`src/rtl/spi_mult_master.sv`:
```
// SPI initiator for the SPI multiplier peripheral: sends A,B on MOSI, reads the product on MISO.
// Optional result self-check enabled by `define SPI_MASTER_CHECK_EN (adds MISMATCH output).
module spi_mult_master #(
   parameter int OP_WIDTH    = 4,
   parameter int RES_WIDTH   = 8,
   parameter int HALF_PERIOD = 10,
   parameter int TURNAROUND  = 8
) (
   input  logic                 CLK,
   input  logic                 RST,
   input  logic                 START,
   input  logic [OP_WIDTH-1:0]  A,
   input  logic [OP_WIDTH-1:0]  B,
   output logic                 BUSY,
   output logic                 DONE,
   output logic [RES_WIDTH-1:0] PRODUCT,
   output logic                 SCLK,
   output logic                 CS,
   output logic                 MOSI,
`ifdef SPI_MASTER_CHECK_EN
   output logic                 MISMATCH,
`endif
   input  logic                 MISO
);

   localparam int SEND_N = 2 * OP_WIDTH;
   localparam int MAX_A  = (SEND_N > TURNAROUND) ? SEND_N : TURNAROUND;
   localparam int MAXN   = (MAX_A > RES_WIDTH) ? MAX_A : RES_WIDTH;
   localparam int BW     = $clog2(MAXN + 1);
   localparam int HW     = $clog2(HALF_PERIOD);
   localparam int SW     = SEND_N - 1;

   localparam logic [HW-1:0] HP_LAST = HW'(HALF_PERIOD - 1);
   localparam logic [BW-1:0] N_SEND  = BW'(SEND_N);
   localparam logic [BW-1:0] N_WAIT  = BW'(TURNAROUND);
   localparam logic [BW-1:0] N_RECV  = BW'(RES_WIDTH);

   typedef enum logic [2:0] {
      S_IDLE,
      S_SEND,
      S_WAIT,
      S_RECV,
      S_FIN
   } state_t;

   state_t               r_state;
   state_t               w_next;
   logic [HW-1:0]        r_hcnt;
   logic [BW-1:0]        r_bcnt;
   logic [SW-1:0]        r_sh;
   logic [RES_WIDTH-1:0] r_rx;
   logic [RES_WIDTH-1:0] r_product;
   logic                 r_busy;
   logic                 r_done;
   logic                 r_sclk;
   logic                 r_cs;
   logic                 r_mosi;
   logic                 w_active;
   logic                 w_tick;
   logic                 w_rise;
   logic                 w_fall;
   logic                 w_end;
   logic [BW-1:0]        w_lim;

   assign w_active = (r_state == S_SEND) || (r_state == S_WAIT) ||
                     (r_state == S_RECV);
   assign w_tick   = (r_hcnt == HP_LAST);
   assign w_rise   = w_active && w_tick && !r_sclk;
   assign w_fall   = w_active && w_tick && r_sclk;
   assign w_lim    = (r_state == S_SEND) ? N_SEND :
                     (r_state == S_WAIT) ? N_WAIT : N_RECV;
   // A phase ends on the fall that completes its last full SCLK period
   assign w_end    = w_fall && (r_bcnt == w_lim);

   always_ff @(posedge CLK) begin
      if (RST) r_state <= S_IDLE;
      else     r_state <= w_next;
   end

   always_comb begin
      w_next = r_state;
      unique case (r_state)
         S_IDLE:  if (START) w_next = S_SEND;
         S_SEND:  if (w_end) w_next = S_WAIT;
         S_WAIT:  if (w_end) w_next = S_RECV;
         S_RECV:  if (w_end) w_next = S_FIN;
         S_FIN:   w_next = S_IDLE;
         default: w_next = S_IDLE;
      endcase
   end

`ifdef SPI_MASTER_CHECK_EN
   logic [OP_WIDTH-1:0]  r_a;
   logic [OP_WIDTH-1:0]  r_b;
   logic                 r_mismatch;
   logic [RES_WIDTH-1:0] w_expect;

   assign w_expect = RES_WIDTH'(r_a) * RES_WIDTH'(r_b);
   assign MISMATCH = r_mismatch;

   always_ff @(posedge CLK) begin
      if (RST) begin
         r_a        <= '0;
         r_b        <= '0;
         r_mismatch <= 1'b0;
      end else begin
         if (r_state == S_IDLE && START) begin
            r_a <= A;
            r_b <= B;
         end
         if (r_state == S_RECV && w_end)
            r_mismatch <= (r_rx != w_expect);
      end
   end
`endif

   always_ff @(posedge CLK) begin
      if (RST) begin
         r_hcnt    <= '0;
         r_bcnt    <= '0;
         r_sh      <= '0;
         r_rx      <= '0;
         r_product <= '0;
         r_busy    <= 1'b0;
         r_done    <= 1'b0;
         r_sclk    <= 1'b0;
         r_cs      <= 1'b0;
         r_mosi    <= 1'b0;
      end else begin
         r_done <= 1'b0;
         if (w_next != r_state) begin
            r_hcnt <= '0;
            r_bcnt <= '0;
         end else if (w_active) begin
            r_hcnt <= w_tick ? '0 : r_hcnt + 1'b1;
            if (w_rise) r_bcnt <= r_bcnt + 1'b1;
         end
         if (w_active && w_tick) r_sclk <= !r_sclk;
         unique case (r_state)
            S_IDLE: begin
               if (START) begin
                  r_sh   <= {A[OP_WIDTH-2:0], B};
                  r_mosi <= A[OP_WIDTH-1];
                  r_rx   <= '0;
                  r_cs   <= 1'b1;
                  r_busy <= 1'b1;
                  r_sclk <= 1'b0;
               end
            end
            S_SEND: begin
               if (w_end) begin
                  r_mosi <= 1'b0;
               end else if (w_fall) begin
                  r_mosi <= r_sh[SW-1];
                  r_sh   <= {r_sh[SW-2:0], 1'b0};
               end
            end
            S_RECV: begin
               if (w_rise) r_rx <= {r_rx[RES_WIDTH-2:0], MISO};
               if (w_end) begin
                  r_cs      <= 1'b0;
                  r_done    <= 1'b1;
                  r_product <= r_rx;
               end
            end
            S_FIN:   r_busy <= 1'b0;
            default: ;
         endcase
      end
   end

   assign BUSY    = r_busy;
   assign DONE    = r_done;
   assign PRODUCT = r_product;
   assign SCLK    = r_sclk;
   assign CS      = r_cs;
   assign MOSI    = r_mosi;

endmodule

```
`config.mk`:
```
export PLATFORM = sky130hd
export DESIGN_NAME = spi_mult_master
export DESIGN_NICKNAME = d
export VERILOG_FILES = /design/src/rtl/spi_mult_master.sv
export SDC_FILE = /design/constraint.sdc
export NUM_CORES = 1
export LEC_CHECK = 0
export CORE_MARGIN = 5
export CORE_UTILIZATION = 37
export CTS_CLUSTER_DIAMETER = 150
export DETAILED_ROUTE_END_ITERATION = 16
export GPL_ROUTABILITY_DRIVEN = 0
export HOLD_SLACK_MARGIN = 0.03
export PLACE_DENSITY_LB_ADDON = 0.25
export REMOVE_ABC_BUFFERS = 1
export SLEW_MARGIN = 40
export SYNTH_ARGS = -nofsm -noshare
export SYNTH_HDL_FRONTEND = slang
export SYNTH_SLANG_ARGS = --single-unit
export TNS_END_PERCENT = 50
```
`constraint.sdc`:
```
create_clock -name CLK -period 3.24 [get_ports CLK]
set_input_delay 0.972 -clock CLK [delete_from_list [all_inputs] [get_ports CLK]]
set_output_delay 0.972 -clock CLK [all_outputs]
set_load 0.01 [all_outputs]
```
==> reports/results.txt <==
run status -> finished clean
commonest non-fill, non-tap cell in the layout -> dfxtp_1
PnR worst setup slack -> 0.695 ns
layout cells sized above 1 -> 0.0963
I/O pin cnt -> 25
Worst Path Buf+Inv -> 0
warnings from Yosys -> 0
CP most frequent cell -> nand2_1
Slew HR -> 0.589
fin. max-slew vios -> 0
Clock Latency Late Sink -> 0.29 ns
vias in the first global route -> 1,278
setup_tns -> 0 ns
Seq/Total Area, Yosys -> 0.448
Max Clock Skew -> 0.00348 ns
Die Wd -> 78.6 um
total wire length -> 3.25 mm
CP top delay family -> simple AND/OR/NAND/NOR gates
largest net degree at the start of global routing -> 21
VDD IR max -> 0.280 mV
Mean Syn Cell Area -> 8.89 um2
Post-CTS Resized -> 0
CP Class -> register to register
setup violators final -> 0
initial DRC count -> 64
first-pass GRT wire length -> 5.69 mm
Critical Path AT -> 2.73 ns
worst-margin pin slew -> 0.616 ns
Crit Reg-Reg Startpoint -> r_state[1]
synth unique cells -> 35
synthesized cell area -> 0.00174 mm2
Root Buffer -> clkbuf_8
die area -> 0.00618 mm2
Hold Crit Start -> PRODUCT[0]
# port buffers -> 24
required time worst endpoint -> 3.42 ns
Worst Path Max Fanout -> 11
sequential cell area -> 781 um2
Num CTS Buffers -> 5
Nets -> 233
final instance area -> 0.00209 mm2
type of origin of the critical path -> register
num rows -> 25
Fillers -> 472
via count -> 1,326
Initial Utilization -> 0.374
clock sinks -> 39
most frequent cells in the layout -> dfxtp_1, nand2_1, clkdlybuf4s50_1
post-synth top area share -> 0.448
total gr overflow -> 0
CTS tree -> built
Max Root-Sink Buffers -> 2
post-synth top area cell -> dfxtp_1
Critical Path Sink Type -> register
chip height -> 78.6 um
ANT nets after route -> 0
GRT Util Overall -> 0.118
number of vias per cell -> 4.88
clock slew at reported path FFs -> 0.07 ns
pwr/cell area -> 450 mW/mm2
Initial DRT Pass Iterations -> 4
Final Hold Fails -> 0
drt drc -> 0
dpl hpwl -> 2.22 mm
initial antenna violation count -> 0
CP Cell Sequence -> o21ba_2, nand2_1, nor3b_1, ha_1, and4b_1, nand2_1, a21oi_1, nor2_1
slowest stage delay, CP -> 0.50 ns
area of the core -> 0.00466 mm2
max cap viols -> 0
Multi-input gate area -> 861 um2
Static Leak -> 0.731 nW
synthesis-stage register bit count -> 39
Critical Path Source -> r_state[1]
Max Clock Freq -> 393 MHz
antenna diode count -> 0
top cells by area, synth -> dfxtp_1, a21oi_1, nand2_1, nor2_1, nand3_1
hold_ws -> 0.460 ns
HP Class -> register to register
H-tree Lvls -> 2
post-place setup slack -> 0.636 ns
WL/cell -> 12.0 um
final worst-path cycle share -> 0.785
RSZ-0062 raised after global routing -> no
Layout area overhead -> 20.0%
cell count after synthesis -> 196
Post-CTS Setup Inserts -> 0
DP Area -> 0.00199 mm2
minimum clock period -> 2.55 ns
CTS Hold Bufs -> 0
slowest CP cell -> dfxtp_1
-- area by class of cell --
cell class / count / area share
Clock buffer: 8 / 0.0479
Inverter: 5 / 0.00898
Multi-Input combinational cell: 139 / 0.412
Sequential cell: 39 / 0.373
Tap cell: 54 / 0.0323
Timing Repair Buffer: 27 / 0.126
-- where the power goes --
part	leakage, nW	internal (mW)	switching (mW)
sequential	0.317	0.491	0.00671
clock	0.0515	0.194	0.162
combinational	0.363	0.0441	0.0429
total	0.731	0.730	0.212
-- routing by layer --
layer / track usage / wire (um) / part of all wire / up-vias
met4: 0.0629 / 76 / 0.023 / 0
met1: 0.150 / 1620 / 0.50 / 593
met2: 0.175 / 1390 / 0.43 / 22
met5: 0 / 0 / 0 / -
li1: - / - / - / 703
met3: 0.0390 / 158 / 0.049 / 8
-- worst min-delay path: stages (launching register included) --
cell     delay, ns
dfxtp_1       0.31
nand2_1       0.05
a21oi_1       0.05
-- kinds of logic after synthesis --
kind of cell / count (synthesis) / synth area share
AND/OR/NAND/NOR: 84 / 0.238
AO/OA/AOI/OAI: 38 / 0.157
buffers and inverters: 18 / 0.0581
multiplexers: 7 / 0.0409
flip-flops: 39 / 0.448
XOR/XNOR: 6 / 0.0302
adder cells (fa/ha/maj): 4 / 0.0287
-- per-stage QoR --
| step | cells | util | total power [mW] |
|---|---|---|---|
| after floorplan | 183 | - | 0.559 |
| after global placement | 264 | 0.427 | 0.597 |
| after detailed placement | 264 | 0.427 | 0.598 |
| after CTS | 272 | 0.449 | 0.961 |
| after global routing | 272 | 0.449 | 0.995 |
| final | 272 | 0.449 | 0.942 |
-- state kept, by name, indices dropped and copies added (netlist names) --
signal	count
PRODUCT	8
SCLK	1
r_rx	8
DONE	1
r_bcnt	4
MOSI	1
CS	1
r_state	3
r_hcnt	4
BUSY	1
r_sh	7
-- path summary, 6_finish.rpt --
kind                              endpoint  slack [ns]  depth (start not counted)
worst max-delay path                    CS        0.69                          8
worst min-delay path            PRODUCT[0]        0.46                          2
worst max register to register          CS        0.69                          8
worst min register to register  PRODUCT[0]        0.46                          2
-- Yosys cell counts --
library cell  instances
a211oi_1              3
a211oi_2              4
a21oi_1              22
a21oi_4               1
a221oi_1              1
a221oi_4              1
a32oi_1               1
and2_1                1
and3_1                1
and3b_1               2
and4b_1               1
buf_2                 6
buf_4                 1
buf_6                 3
clkbuf_1              3
dfxtp_1              39
ha_1                  4
inv_1                 5
mux2_2                1
mux2i_1               6
nand2_1              25
nand2b_1             10
nand3_1              14
nor2_1               20
nor2_4                1
nor2b_1               2
nor3_1                3
nor3b_1               1
o21ai_0               4
o21ba_2               1
or2_4                 1
or3_1                 1
or3b_4                1
xnor2_1               2
xor2_1                4
Power figures use the tool's default switching activity.
